**src/rtl/seven_seg_pkg.sv**
```systemverilog
// -----------------------------------------------------------------------------
// seven_seg_pkg
// Shared definitions for the four-digit seven-segment display path: arbiter
// state encoding and the display word geometry used by the arbiter and the
// display driver.
// No ports (package).
// -----------------------------------------------------------------------------
package seven_seg_pkg;

    typedef enum logic {
        ST_IDLE = 1'b0,
        ST_HOLD = 1'b1
    } state_t;

    localparam int DIGIT_W    = 4;
    localparam int NUM_DIGITS = 4;
    localparam int DISP_W     = DIGIT_W * NUM_DIGITS;

    // Owner index width is fixed; NUM_REQ is limited to 2..4.
    localparam int OWNER_W    = 2;

endpackage : seven_seg_pkg

```
**src/rtl/rr_pick.sv**
```systemverilog
// -----------------------------------------------------------------------------
// rr_pick
// Combinational round-robin picker. Scans i_start, i_start+1, ... wrapping
// modulo N and returns the first index whose request is set and not excluded.
// Ports:
//   i_req     [N-1:0]       request vector
//   i_start   [OWNER_W-1:0] first index examined (must be < N)
//   i_exclude [N-1:0]       indices masked out of this search
//   o_found                 a winner exists
//   o_index   [OWNER_W-1:0] binary winner index (0 when none)
//   o_onehot  [N-1:0]       one-hot winner (all zero when none)
// -----------------------------------------------------------------------------
module rr_pick
    import seven_seg_pkg::*;
#(
    parameter int N = 4
) (
    input  logic [N-1:0]       i_req,
    input  logic [OWNER_W-1:0] i_start,
    input  logic [N-1:0]       i_exclude,
    output logic               o_found,
    output logic [OWNER_W-1:0] o_index,
    output logic [N-1:0]       o_onehot
);

    int w_pos;

    always_comb begin
        // NOTE: every output gets a default before any conditional assignment,
        // otherwise the tool infers a latch to hold the old value.
        o_found  = 1'b0;
        o_index  = '0;
        o_onehot = '0;
        w_pos    = 0;
        for (int k = 0; k < N; k++) begin
            w_pos = int'(i_start) + k;
            if (w_pos >= N) begin
                w_pos = w_pos - N;
            end
            // Only the first hit in scan order may claim the result.
            if (!o_found && i_req[w_pos] && !i_exclude[w_pos]) begin
                o_found         = 1'b1;
                o_index         = OWNER_W'(w_pos);
                o_onehot[w_pos] = 1'b1;
            end
        end
    end

endmodule : rr_pick

```
**src/rtl/seven_seg_arbiter.sv**
```systemverilog
// -----------------------------------------------------------------------------
// seven_seg_arbiter
// Round-robin owner selection for the shared four-digit seven-segment display.
// An owner keeps the display for at least HOLD_CYCLES cycles unless it drops
// its request; on expiry the search restarts after the owner, so a contended
// owner is displaced while a lone owner is simply retained.
// Ports:
//   clk         rising-edge clock
//   rst         asynchronous, active-high reset
//   req         [NUM_REQ-1:0]        level requests
//   data        [16*NUM_REQ-1:0]     requester i value in bits [16*i+15:16*i]
//   grant       [NUM_REQ-1:0]        one-hot owner, zero when idle
//   owner_id    [1:0]                binary owner index, zero when idle
//   disp_value  [15:0]               registered copy of the owner's data
//   disp_valid                       high while an owner holds the display
// -----------------------------------------------------------------------------
module seven_seg_arbiter
    import seven_seg_pkg::*;
#(
    parameter int NUM_REQ     = 4,
    parameter int HOLD_CYCLES = 50_000_000
) (
    input  logic                      clk,
    input  logic                      rst,
    input  logic [NUM_REQ-1:0]        req,
    input  logic [DISP_W*NUM_REQ-1:0] data,
    output logic [NUM_REQ-1:0]        grant,
    output logic [OWNER_W-1:0]        owner_id,
    output logic [DISP_W-1:0]         disp_value,
    output logic                      disp_valid
);

    localparam int                 CNT_W    = $clog2(HOLD_CYCLES);
    localparam logic [CNT_W-1:0]   CNT_LAST = CNT_W'(HOLD_CYCLES - 1);
    localparam logic [OWNER_W-1:0] LAST_IDX = OWNER_W'(NUM_REQ - 1);

    state_t               r_state,      w_state_nxt;
    logic [NUM_REQ-1:0]   r_grant,      w_grant_nxt;
    logic [OWNER_W-1:0]   r_owner_id,   w_owner_nxt;
    logic [OWNER_W-1:0]   r_last_owner, w_last_nxt;
    logic [DISP_W-1:0]    r_disp_value, w_value_nxt;
    logic                 r_disp_valid, w_valid_nxt;
    logic [CNT_W-1:0]     r_hold_cnt,   w_cnt_nxt;

    logic [DISP_W-1:0]    w_slot [NUM_REQ];
    logic                 w_release;
    logic                 w_expire;
    logic [OWNER_W-1:0]   w_start;
    logic [NUM_REQ-1:0]   w_exclude;
    logic                 w_found;
    logic [OWNER_W-1:0]   w_index;
    logic [NUM_REQ-1:0]   w_onehot;

    for (genvar i = 0; i < NUM_REQ; i++) begin : g_slot
        assign w_slot[i] = data[DISP_W*i +: DISP_W];
    end

    assign w_release = (r_state == ST_HOLD) && !req[r_owner_id];
    assign w_expire  = (r_state == ST_HOLD) && (r_hold_cnt == CNT_LAST);

    // Search always begins just after the last owner (wrapping), which in HOLD
    // is the current owner itself.
    assign w_start   = (r_last_owner == LAST_IDX) ? '0 : r_last_owner + OWNER_W'(1);

    // A releasing owner is kept out of its own re-arbitration; on a plain
    // expiry it stays eligible so a lone requester is retained.
    assign w_exclude = w_release ? r_grant : '0;

    rr_pick #(
        .N (NUM_REQ)
    ) u_pick (
        .i_req     (req),
        .i_start   (w_start),
        .i_exclude (w_exclude),
        .o_found   (w_found),
        .o_index   (w_index),
        .o_onehot  (w_onehot)
    );

    always_comb begin
        w_state_nxt = r_state;
        w_grant_nxt = r_grant;
        w_owner_nxt = r_owner_id;
        w_last_nxt  = r_last_owner;
        w_value_nxt = w_slot[r_owner_id];
        w_valid_nxt = r_disp_valid;
        w_cnt_nxt   = r_hold_cnt + CNT_W'(1);

        // Arbitrate when idle, on release, or on window expiry. Release takes
        // precedence simply because it sets the exclude mask.
        if ((r_state == ST_IDLE) || w_release || w_expire) begin
            if (w_found) begin
                w_state_nxt = ST_HOLD;
                w_grant_nxt = w_onehot;
                w_owner_nxt = w_index;
                w_last_nxt  = w_index;
                w_value_nxt = w_slot[w_index];
                w_valid_nxt = 1'b1;
                w_cnt_nxt   = '0;
            end else begin
                w_state_nxt = ST_IDLE;
                w_grant_nxt = '0;
                w_owner_nxt = '0;
                w_value_nxt = '0;
                w_valid_nxt = 1'b0;
                w_cnt_nxt   = '0;
            end
        end
    end

    // Reset leaves the pointer on the highest index so requester 0 is
    // examined first.
    always_ff @(posedge clk or posedge rst) begin
        if (rst) begin
            r_state      <= ST_IDLE;
            r_grant      <= '0;
            r_owner_id   <= '0;
            r_last_owner <= LAST_IDX;
            r_disp_value <= '0;
            r_disp_valid <= 1'b0;
            r_hold_cnt   <= '0;
        end else begin
            // NOTE: non-blocking assignments so every register samples the
            // pre-edge values, independent of statement order.
            r_state      <= w_state_nxt;
            r_grant      <= w_grant_nxt;
            r_owner_id   <= w_owner_nxt;
            r_last_owner <= w_last_nxt;
            r_disp_value <= w_value_nxt;
            r_disp_valid <= w_valid_nxt;
            r_hold_cnt   <= w_cnt_nxt;
        end
    end

    assign grant      = r_grant;
    assign owner_id   = r_owner_id;
    assign disp_value = r_disp_value;
    assign disp_valid = r_disp_valid;

endmodule : seven_seg_arbiter

```
**config.mk**
```make
export PLATFORM = sky130hd
export DESIGN_NAME = seven_seg_arbiter
export DESIGN_NICKNAME = d
export VERILOG_FILES = /design/src/rtl/seven_seg_pkg.sv /design/src/rtl/rr_pick.sv /design/src/rtl/seven_seg_arbiter.sv
export SDC_FILE = /design/constraint.sdc
export NUM_CORES = 1
export LEC_CHECK = 0
export CAP_MARGIN = 10
export CORE_MARGIN = 2
export CORE_UTILIZATION = 54
export DETAILED_ROUTE_END_ITERATION = 8
export PLACE_DENSITY = 0.87
export SYNTH_ARGS = -nofsm -noshare
export SYNTH_HDL_FRONTEND = slang
export SYNTH_SLANG_ARGS = --single-unit
```
**constraint.sdc**
```tcl
create_clock -name clk -period 7.9 [get_ports clk]
set_input_delay 1.58 -clock clk [delete_from_list [all_inputs] [get_ports clk]]
set_output_delay 1.58 -clock clk [all_outputs]
set_load 0.02 [all_outputs]
```
==> impl_summary.txt <==
----------------------------------------------------
[Outcome]
  Outcome ... finished, final reports clean

[Setup path]
  Worst-case reg-to-reg path depth ... 8
  Slack of the worst reg-to-reg path ... 4.09 ns
  Required time at the endpoint of the critical path ... 8.11 ns
  Crit path cell chain ... clkdlybuf4s50_1 > mux2_4 > o22a_4 > o221a_1 > or4b_4 > a21oi_4 > o32a_2 > mux2_2 > o22ai_1
  Peak fanout along the critical path ... 17
  Crit start category ... input port
  RR Startpoint ... owner_id[1]$_DFFE_PP0N_
  Worst r2r dst ... disp_value[7]$_DFF_PP0_
  Category of the most critical setup path ... in2reg
  Capturing element type of the critical path ... register
  Arrival time of the worst setup path ... 4.71 ns
  First element of the critical path ... req[3]
  Critical path's largest stage delay ... 0.54 ns
  Critical-path top delay cell ... or4b_4
  Endpoint of the most critical setup path ... disp_value[7]$_DFF_PP0_

[Drt]
  DR DRC count ... 0
  Post-detailed-route via-to-cell ratio ... 5.925
  Number of iterations in the first detailed-routing pass ... 4
  Routed length per placed instance ... 16.97 microns
  Drt initial violations ... 168
  Total Wirelength ... 8555 microns
  Antenna viol nets, final ... 0
  Via count ... between 2k and 3k

[Timing]
  Post-Route Skew ... 0.01059 ns
  Post-layout minimum cycle time ... between 4 and 5 ns
  Number of failing hold endpoints at the final stage ... 0
  Post-route setup slack ... around 3.4 ns
  Final period utilization ... 56.99%
  RSZ-0062 raised after global routing ... no
  Highest achievable clock rate ... 222.1 MHz
  Max-slew violation total from the final report ... 0
  Setup violation total in the final timing report ... 0
  Worst slew margin ... 25.40%
  Transition time at the pin with the least slew margin ... 1.119 ns
  Sum Neg Setup Slack ... 0 ns

[Floorplan]
  Core outline area ... about 6700 sq um
  Area enclosed by the die boundary ... 7515 sq um
  Horiz. Die Dim ... 86.69 microns
  Effective utilization at floorplan ... a little over half
  Ports ... 93
  Floorplan die height ... between 80 and 90 microns
  # rows ... 30

[Logic synthesis]
  Average cell area after synthesis ... 10.83 sq um
  Cell with the most instances after synthesis ... dfrtp_1
  FF+latch count, synth ... 51
  Synthesized Nets ... 418
  Sequential share of the synthesized area ... between 30% and 40%
  Post-Synthesis Cell Area ... 3692 sq um
  Gate count of the mapped netlist ... 341
  Number of warning messages in the yosys log ... 0
  Largest cells by area after synthesis ... dfrtp_1 (33%), mux2i_1 (9.8%), mux4_2 (7.3%)
  Biggest area consumer among synthesized cells ... dfrtp_1
  Most frequent cells after synthesis ... dfrtp_1 (49), nor2_1 (39), mux2i_1 (36)
  Distinct cell type count of the synthesized netlist ... 53
  Fraction of synthesized cell area taken by the top area cell type ... between 30 and 40%
  Leading register cell type out of synthesis ... dfrtp_1
  Number of flops mapped to enable cells by yosys ... 0
  Share of synthesized flip-flops with an asynchronous set or reset ... 100.0%

[Clock tree]
  CTS tree ... yes
  CTS Root Buffer Type ... clkbuf_8
  Count of hold-fix buffers inserted at cts ... 0
  CTS clk-pin slew, worst paths ... 0.10 ns
  Clock insertion delay at the later pin of the skew report ... roughly 0.31 ns
  TritonCTS sink count ... 51
  Level count of the clock H-tree ... 2
  Total CTS buffers ... 5
  Number of instances resized during post-cts repair ... 0
  Post CTS Setup Buffer Count ... 0
  Bufs on Longest Clock Path ... 2

[Global route]
  Met3 GRT Util ... 5.905%
  Most used routing layer ... met2
  Initial antenna violation count ... 0
  Met1 usage ... a little under 30%
  Global-route wire length before repair ... around 14000 microns
  Maximum number of pins on one net before global-route repair ... 54
  All-layer global routing usage ... 23.40%
  Met2 Use GR ... 40.70%
  Total grt overflow ... 0
  Vias in the first global route ... roughly 3.0k

[Worst hold path]
  Worst min-delay path class ... reg2reg
  HP Start ... r_hold_cnt[0]$_DFF_PP0_

[Power]
  Worst vdd rail ir drop ... about 280 uV
  Final total power ... 0.002166 W
  Power per unit of standard cell area ... roughly 460 nW/um^2
  Reported leakage power ... roughly 2 nW

[Place]
  Place WS ... roughly 3 ns
  GPL Wtd Cong ... between 0.8 and 0.9
  Number of placed cells counting well taps ... between 400 and 500
  HPWL reported at the end of detailed placement ... 6323 microns
  Count of buffers from port buffering ... 92

[Layout]
  Core utilization of the finished layout ... 70.74%
  Total inserted antenna cells ... 0
  Filler instances ... 484
  Final Net Count ... 500
  Layout overhead on the synthesized area ... 28.74%
  Count of non-filler cells in the finished layout ... 504
  Share of layout cells above drive strength 1 ... between 15 and 20%

[Job]
  # Max-Cap Violations ... 0

----------------------------------------------------
-- per-layer routing --
metal	wire [microns]	part of all wire (%)
met5	0	0
met4	112	1.3
met3	556	6.5
met2	4387	51
met1	3498	41
-- area by class of cell --
type | instances | area, sq um | share of cell area (%)
Inverter | 22 | 82.58 | 1.737
Sequential cell | 51 | 1279 | 26.90
Timing Repair Buffer | 94 | 935.9 | 19.69
Clock buffer | 5 | 68.82 | 1.448
Tap cell | 80 | 100.1 | 2.106
Multi-Input combinational cell | 249 | 2216 | 46.62
Clock inverter | 3 | 71.32 | 1.500
-- report_power, final --
group / switching (W) / total (W) / internal, W
Sequential: 0.0000907 / 0.000438 / 0.000347
Combinational: 0.000751 / 0.00151 / 0.000756
Clock: 0.0000922 / 0.000221 / 0.000129
Total: 0.000934 / 0.00217 / 0.00123
-- worst max-delay path, delay by kind of cell --
kind	cells	cell delay [ns]
multiplexers	2	0.69
buffers and inverters	1	0.47
AO/OA/AOI/OAI	5	1.43
AND/OR/NAND/NOR	1	0.54
-- flip-flops by register name, summed over array words and instances, names as in the netlist --
signal,cells
grant,4
r_last_owner,2
disp_valid,1
r_hold_cnt,26
disp_value,16
owner_id,2
-- kinds of logic after synthesis --
group                    count (synthesis)  share of synthesized area, %
AND/OR/NAND/NOR                         97                         12.64
multiplexers                            75                         28.02
flip-flops                              51                         34.63
AO/OA/AOI/OAI                           46                         10.61
buffers and inverters                   41                         6.032
XOR/XNOR                                24                         5.693
adder cells (fa/ha/maj)                  7                         2.372
-- worst min-delay path by stage --
stage,cells after the start,slack (ns),to
after CTS,1,0.49,r_hold_cnt[0]$_DFF_PP0_
after global placement,1,0.47,r_hold_cnt[0]$_DFF_PP0_
after global routing,1,0.54,r_hold_cnt[0]$_DFF_PP0_
final,1,0.50,r_hold_cnt[0]$_DFF_PP0_
after floorplan,1,0.45,r_hold_cnt[0]$_DFF_PP0_
after detailed placement,1,0.48,r_hold_cnt[0]$_DFF_PP0_
-- cells in the final DEF, fill, tap and decap left out, types with 5 or more instances in the layout --
cell type / n
mux2_4: 10
xnor2_1: 8
ha_1: 7
mux2i_1: 36
clkdlybuf4s50_1: 92
dfrtp_1: 49
nand4_1: 5
clkbuf_8: 5
o22ai_1: 7
xor2_1: 16
inv_1: 21
and3_1: 7
nor2_1: 39
o22ai_2: 9
nand3_1: 12
mux2_2: 12
nand2_1: 19
mux4_2: 12
-- stage by stage --
stage / hold slack, ns / cell area [sq um]
floorplan: 0.4479 / 3692
global route: 0.5399 / 4753
finish: 0.5037 / 4753
detailed placement: 0.4808 / 4613
global placement: 0.4665 / 4613
CTS: 0.4943 / 4753
Note: power is estimated with default switching activity, not from simulation.
==> RTL edit 1 (config.mk and constraints unchanged) <==
The parameter `HOLD_CYCLES` goes from 50_000_000 to 100_000_000.
--- a/src/rtl/seven_seg_arbiter.sv
+++ b/src/rtl/seven_seg_arbiter.sv
@@ -18,7 +18,7 @@
     import seven_seg_pkg::*;
 #(
     parameter int NUM_REQ     = 4,
-    parameter int HOLD_CYCLES = 50_000_000
+    parameter int HOLD_CYCLES = 100_000_000
 ) (
     input  logic                      clk,
     input  logic                      rst,
Behaviour: no difference found for any inputs over 4 cycles, from zero or initial values and one cycle with rst high; that may be too few to reach the edited logic, so the function may still have changed.
==> RTL edit 1 against the original RTL <==
Global-route usage barely moved; routed wire length down 3.2%; register-to-register slack better by 270 ps; total power down 9.5%; first-iteration DRC count increased by 11%; synthesized area is 3.7% lower; sequential cell count increased by 1; setup slack gained 210 ps; cell area down 3.2%; clock skew is 1.6 ps lower.
==> RTL edit 1: results (changes against the original RTL) <==
[routing]
wirelength_mm=8.28  ; -3.2%
viasPerCell=6.11  ; +3.2%
firstDrtPassIters=5  ; +1
avgRoutedWirePerCell_um=17.5  ; +3.0%

[synthesis]
synth_area_per_cell_um2=11.5  ; +6.0%
synth_top_cells_by_count=50 x dfrtp_1, 37 x nor2_1, 32 x mux4_2
synthCells=310  ; -9.1%
synth_cell_types=54  ; +1.9%
synthTopCellsByArea=dfrtp_1 35%, mux4_2 20%, xor2_1 4.4%
synth_fp_nets=387  ; -7.4%
ys_seq_area_frac=0.367  ; +0.0202
synth_seq_cells=52  ; +2.0%

[final_layout]
layout.nonclk_buf_frac=0.205  ; +0.00805
drive_gt1_frac=0.154  ; +0.00271
largest_reg_flops=27  ; +3.8%
nNonClkInverters=9  ; -59%
fillCellCount=440  ; -9.1%
signal_buffers=95  ; +1.1%
fin_util=0.725  ; +0.0175
seq_share=0.283  ; +0.0142
num-multi-input-gates=233  ; -6.4%
multi_input_area_um2=2140  ; -3.6%

[setup_path]
critical_path_class=input port to flop
reg2reg_slack_ps=4360  ; +270 ps
startpoint=req[0]
cp.arrival_ps=4490  ; -220 ps

[power_and_ir_drop]
p_seq_uw=425  ; -3%
vdd_drop_max_mv=0.259  ; -7.6%
power_frac_seq=0.217  ; +0.015
leakage_nw=1.83  ; -9.8%
p_sw_uw=836  ; -10%
p_comb_mw=1.38  ; -9%

[timing]
skew_ps=9.02  ; -1.57 ps
holdWs_ps=458  ; -45.6 ps
finalCritPeriodShare=0.543  ; -0.0267
worst_pin_slew_ps=1050  ; -73.5 ps

[global_route]
grt_pass1_vias=3043  ; +2.5%
grt_max_degree=53  ; -1.9%
grt.total_usage=0.234  ; +0.000268
grt_pass1_wl_mm=13.6  ; -2.5%

[placed_design]
placed_area_um2=4510  ; -2.2%
dpl.hpwl_mm=6.37  ; +0.81%
place_ws_ps=3280  ; +201 ps
gp_congestion=0.821  ; -4.0%

[run_status]
outcome=complete, no violations

[worst_hold_path]
holdPathStages=1  ; unchanged

RTL edit 1: logic make-up (layout without fill, tap and decap cells):
logic type | after synthesis | count (layout) | synth area share
AO/OA/AOI/OAI | 54 | 54 | 0.127
XOR/XNOR | 24 | 24 | 0.0591
adder cells (fa/ha/maj) | 7 | 7 | 0.0246
buffers and inverters | 25 | 112 | 0.0380
flip-flops | 52 | 52 | 0.367
multiplexers | 46 | 46 | 0.247
AND/OR/NAND/NOR | 102 | 102 | 0.138
RTL edit 1: per-layer routing:
layer  vias to the layer above  GRT usage  wire length [µm]  share of wire
met2                       121      0.428              4370           0.53
met1                      1426      0.270              3210           0.39
met5                         -          0                 0              0
met3                        15     0.0632               552          0.067
li1                       1336          -                 -              -
met4                         0     0.0649               158          0.019
RTL edit 1: critical path, cell delays in order:
cell             delay, ps
clkdlybuf4s50_1        490
mux2_4                 320
o2bb2a_4               240
o221ai_2               230
mux2i_2                200
o2bb2ai_1              260
mux2_4                 410
mux4_2                 560
a22o_1                 200
==> RTL edit 2 (same settings) <==
Without the edit above. Take the reset off `r_disp_value` and load it in a clocked block of its own.
--- a/src/rtl/seven_seg_arbiter.sv
+++ b/src/rtl/seven_seg_arbiter.sv
@@ -116,7 +116,6 @@
             r_grant      <= '0;
             r_owner_id   <= '0;
             r_last_owner <= LAST_IDX;
-            r_disp_value <= '0;
             r_disp_valid <= 1'b0;
             r_hold_cnt   <= '0;
         end else begin
@@ -126,10 +125,13 @@
             r_grant      <= w_grant_nxt;
             r_owner_id   <= w_owner_nxt;
             r_last_owner <= w_last_nxt;
-            r_disp_value <= w_value_nxt;
             r_disp_valid <= w_valid_nxt;
             r_hold_cnt   <= w_cnt_nxt;
         end
+    end
+
+    always_ff @(posedge clk) begin
+        r_disp_value <= w_value_nxt;
     end
 
     assign grant      = r_grant;
Check against the original RTL: not equivalent (a bounded check fails within 4 cycles, from zero or initial values and one cycle with rst high).
==> RTL edit 2 against the original RTL <==
The run now ends with DRC left; sequential cell count unchanged; routed wire length decreased by 1.1%; synthesized area decreased by 2.2%; highest routed layer unchanged; synthesized cell count unchanged; cell area decreased by 2.5%; via count decreased by 2.2%; total power decreased by 3.4%; setup slack got worse by 6.2 ps.
==> RTL edit 2: results (changes against the original RTL) <==
[setup_path]
cp_slowest_cell=or4b_4
reg2reg_slack_ps=4070  ; -20 ps
cp-endpoint=disp_value[4]
r2r_cells=8  ; unchanged
slowest_delay_ps=540  ; about the same
cp_max_fo=17  ; unchanged
rr_startpoint=owner_id[1]
cp.arrival_ps=4720  ; about the same

[global_route]
grt.total_usage=0.238  ; +0.00369
antenna_found_initial=0  ; unchanged
grt_pass1_vias=3076  ; +3.6%
grt_pass1_wl_mm=14.0  ; +0.25%

[placed_design]
port_buffers=92  ; unchanged
place_ws_ps=3100  ; +15.1 ps
placed_area_um2=4540  ; -1.7%
dpl.hpwl_mm=6.50  ; +2.8%
gp_congestion=0.891  ; +4.2%

[routing]
firstDrtPassIters=6  ; +2
viasPerCell=5.82  ; -1.8%
drc=2  ; +2
dr.first_iter.drc_count=177  ; +5.4%
wirelength_mm=8.46  ; -1.1%

[power_and_ir_drop]
vdd_drop_max_mv=0.253  ; -9.5%
leakage_nw=1.96  ; -3.7%

[synthesis]
synth-async-reset-ratio=0.686  ; -0.314
ys_seq_area_frac=0.332  ; -0.0145
synthTopCellsByArea=dfrtp_1 23%, mux2i_1 10%, dfxtp_1 8.9%
synth_fp_nets=418  ; unchanged
synth_cell_types=54  ; +1.9%
synth_ff_type=dfrtp_1
synth_top_cells_by_count=39 x nor2_1, 36 x mux2i_1, 33 x dfrtp_1

[clock_network]
cts_buffers=5  ; unchanged
cts-root-buf=clkbuf_8
ctsResizeCount=0  ; unchanged
cts_max_path_buffers=2  ; unchanged

[final_layout]
regMostFlops=r_hold_cnt
largest_reg_flops=26  ; unchanged
drive_gt1_frac=0.151  ; -0.000355
antenna_cells=0  ; unchanged
finalNetCount=501  ; +0.20%

[run_status]
violations=DRC
outcome=finished, violations left

[timing]
period_needed_ps=4510  ; +6.20 ps
worst_pin_slew_ps=1100  ; -21.6 ps
skew_ps=9.49  ; -1.10 ps

[worst_hold_path]
hold_path_class=flop to flop

## RTL edit 2: power breakdown
group / switching [mW] / total [mW] / internal [mW]
combinational: 0.736 / 1.49 / 0.757
sequential: 0.0904 / 0.439 / 0.348
clock: 0.0900 / 0.162 / 0.0717
total: 0.917 / 2.09 / 1.18
## RTL edit 2: cells by family after synthesis
logic type               after synthesis  synth area share
buffers and inverters                 41            0.0617
XOR/XNOR                              24            0.0582
adder cells (fa/ha/maj)                7            0.0242
flip-flops                            51             0.332
AO/OA/AOI/OAI                         46             0.108
multiplexers                          75             0.286
AND/OR/NAND/NOR                       97             0.129
## RTL edit 2: cell type report
type,instances,area (µm²)
fill,451,1790
clock inverter,2,16.3
sequential,51,1200
timing repair buffer,95,943
multi-input combinational,249,2220
tap,77,96.3
clock buffer,6,82.6
inverter,22,82.6
## RTL edit 2: stage by stage
| step | utilization | instances | total power, mW |
|---|---|---|---|
| detailed placement | 0.706 | 494 | 1.93 |
| floorplan | - | 341 | 1.67 |
| global route | 0.722 | 502 | 2.23 |
| global placement | 0.706 | 494 | 1.88 |
| CTS | 0.722 | 502 | 2.10 |
| finish | 0.722 | 502 | 2.09 |
## RTL edit 2: worst min-delay path by stage
stage	endpoint	from	cells after the start	slack [ps]
floorplan	r_hold_cnt[0]	r_hold_cnt[0]	1	450
global placement	r_hold_cnt[0]	r_hold_cnt[0]	1	470
detailed placement	r_hold_cnt[0]	r_hold_cnt[0]	1	490
CTS	r_hold_cnt[0]	r_hold_cnt[0]	1	500
global route	r_hold_cnt[0]	r_hold_cnt[0]	1	530
finish	r_hold_cnt[0]	r_hold_cnt[0]	1	500
## RTL edit 2: per-layer routing
layer / track usage / wire, µm / vias up
met5: 0 / 0 / -
met4: 0.0736 / 90 / 0
met3: 0.0703 / 602 / 11
met2: 0.424 / 4370 / 98
met1: 0.274 / 3400 / 1406
li1: - / - / 1406
## RTL edit 2: worst reg2reg max path: stages, from the launching register on
cell and delay [ps]:
dfrtp_1 980, mux2_2 430, o22a_4 210, o221a_1 260, or4b_4 540, a21oi_4 220, o32a_2 520, mux2_2 410
o22ai_1 160
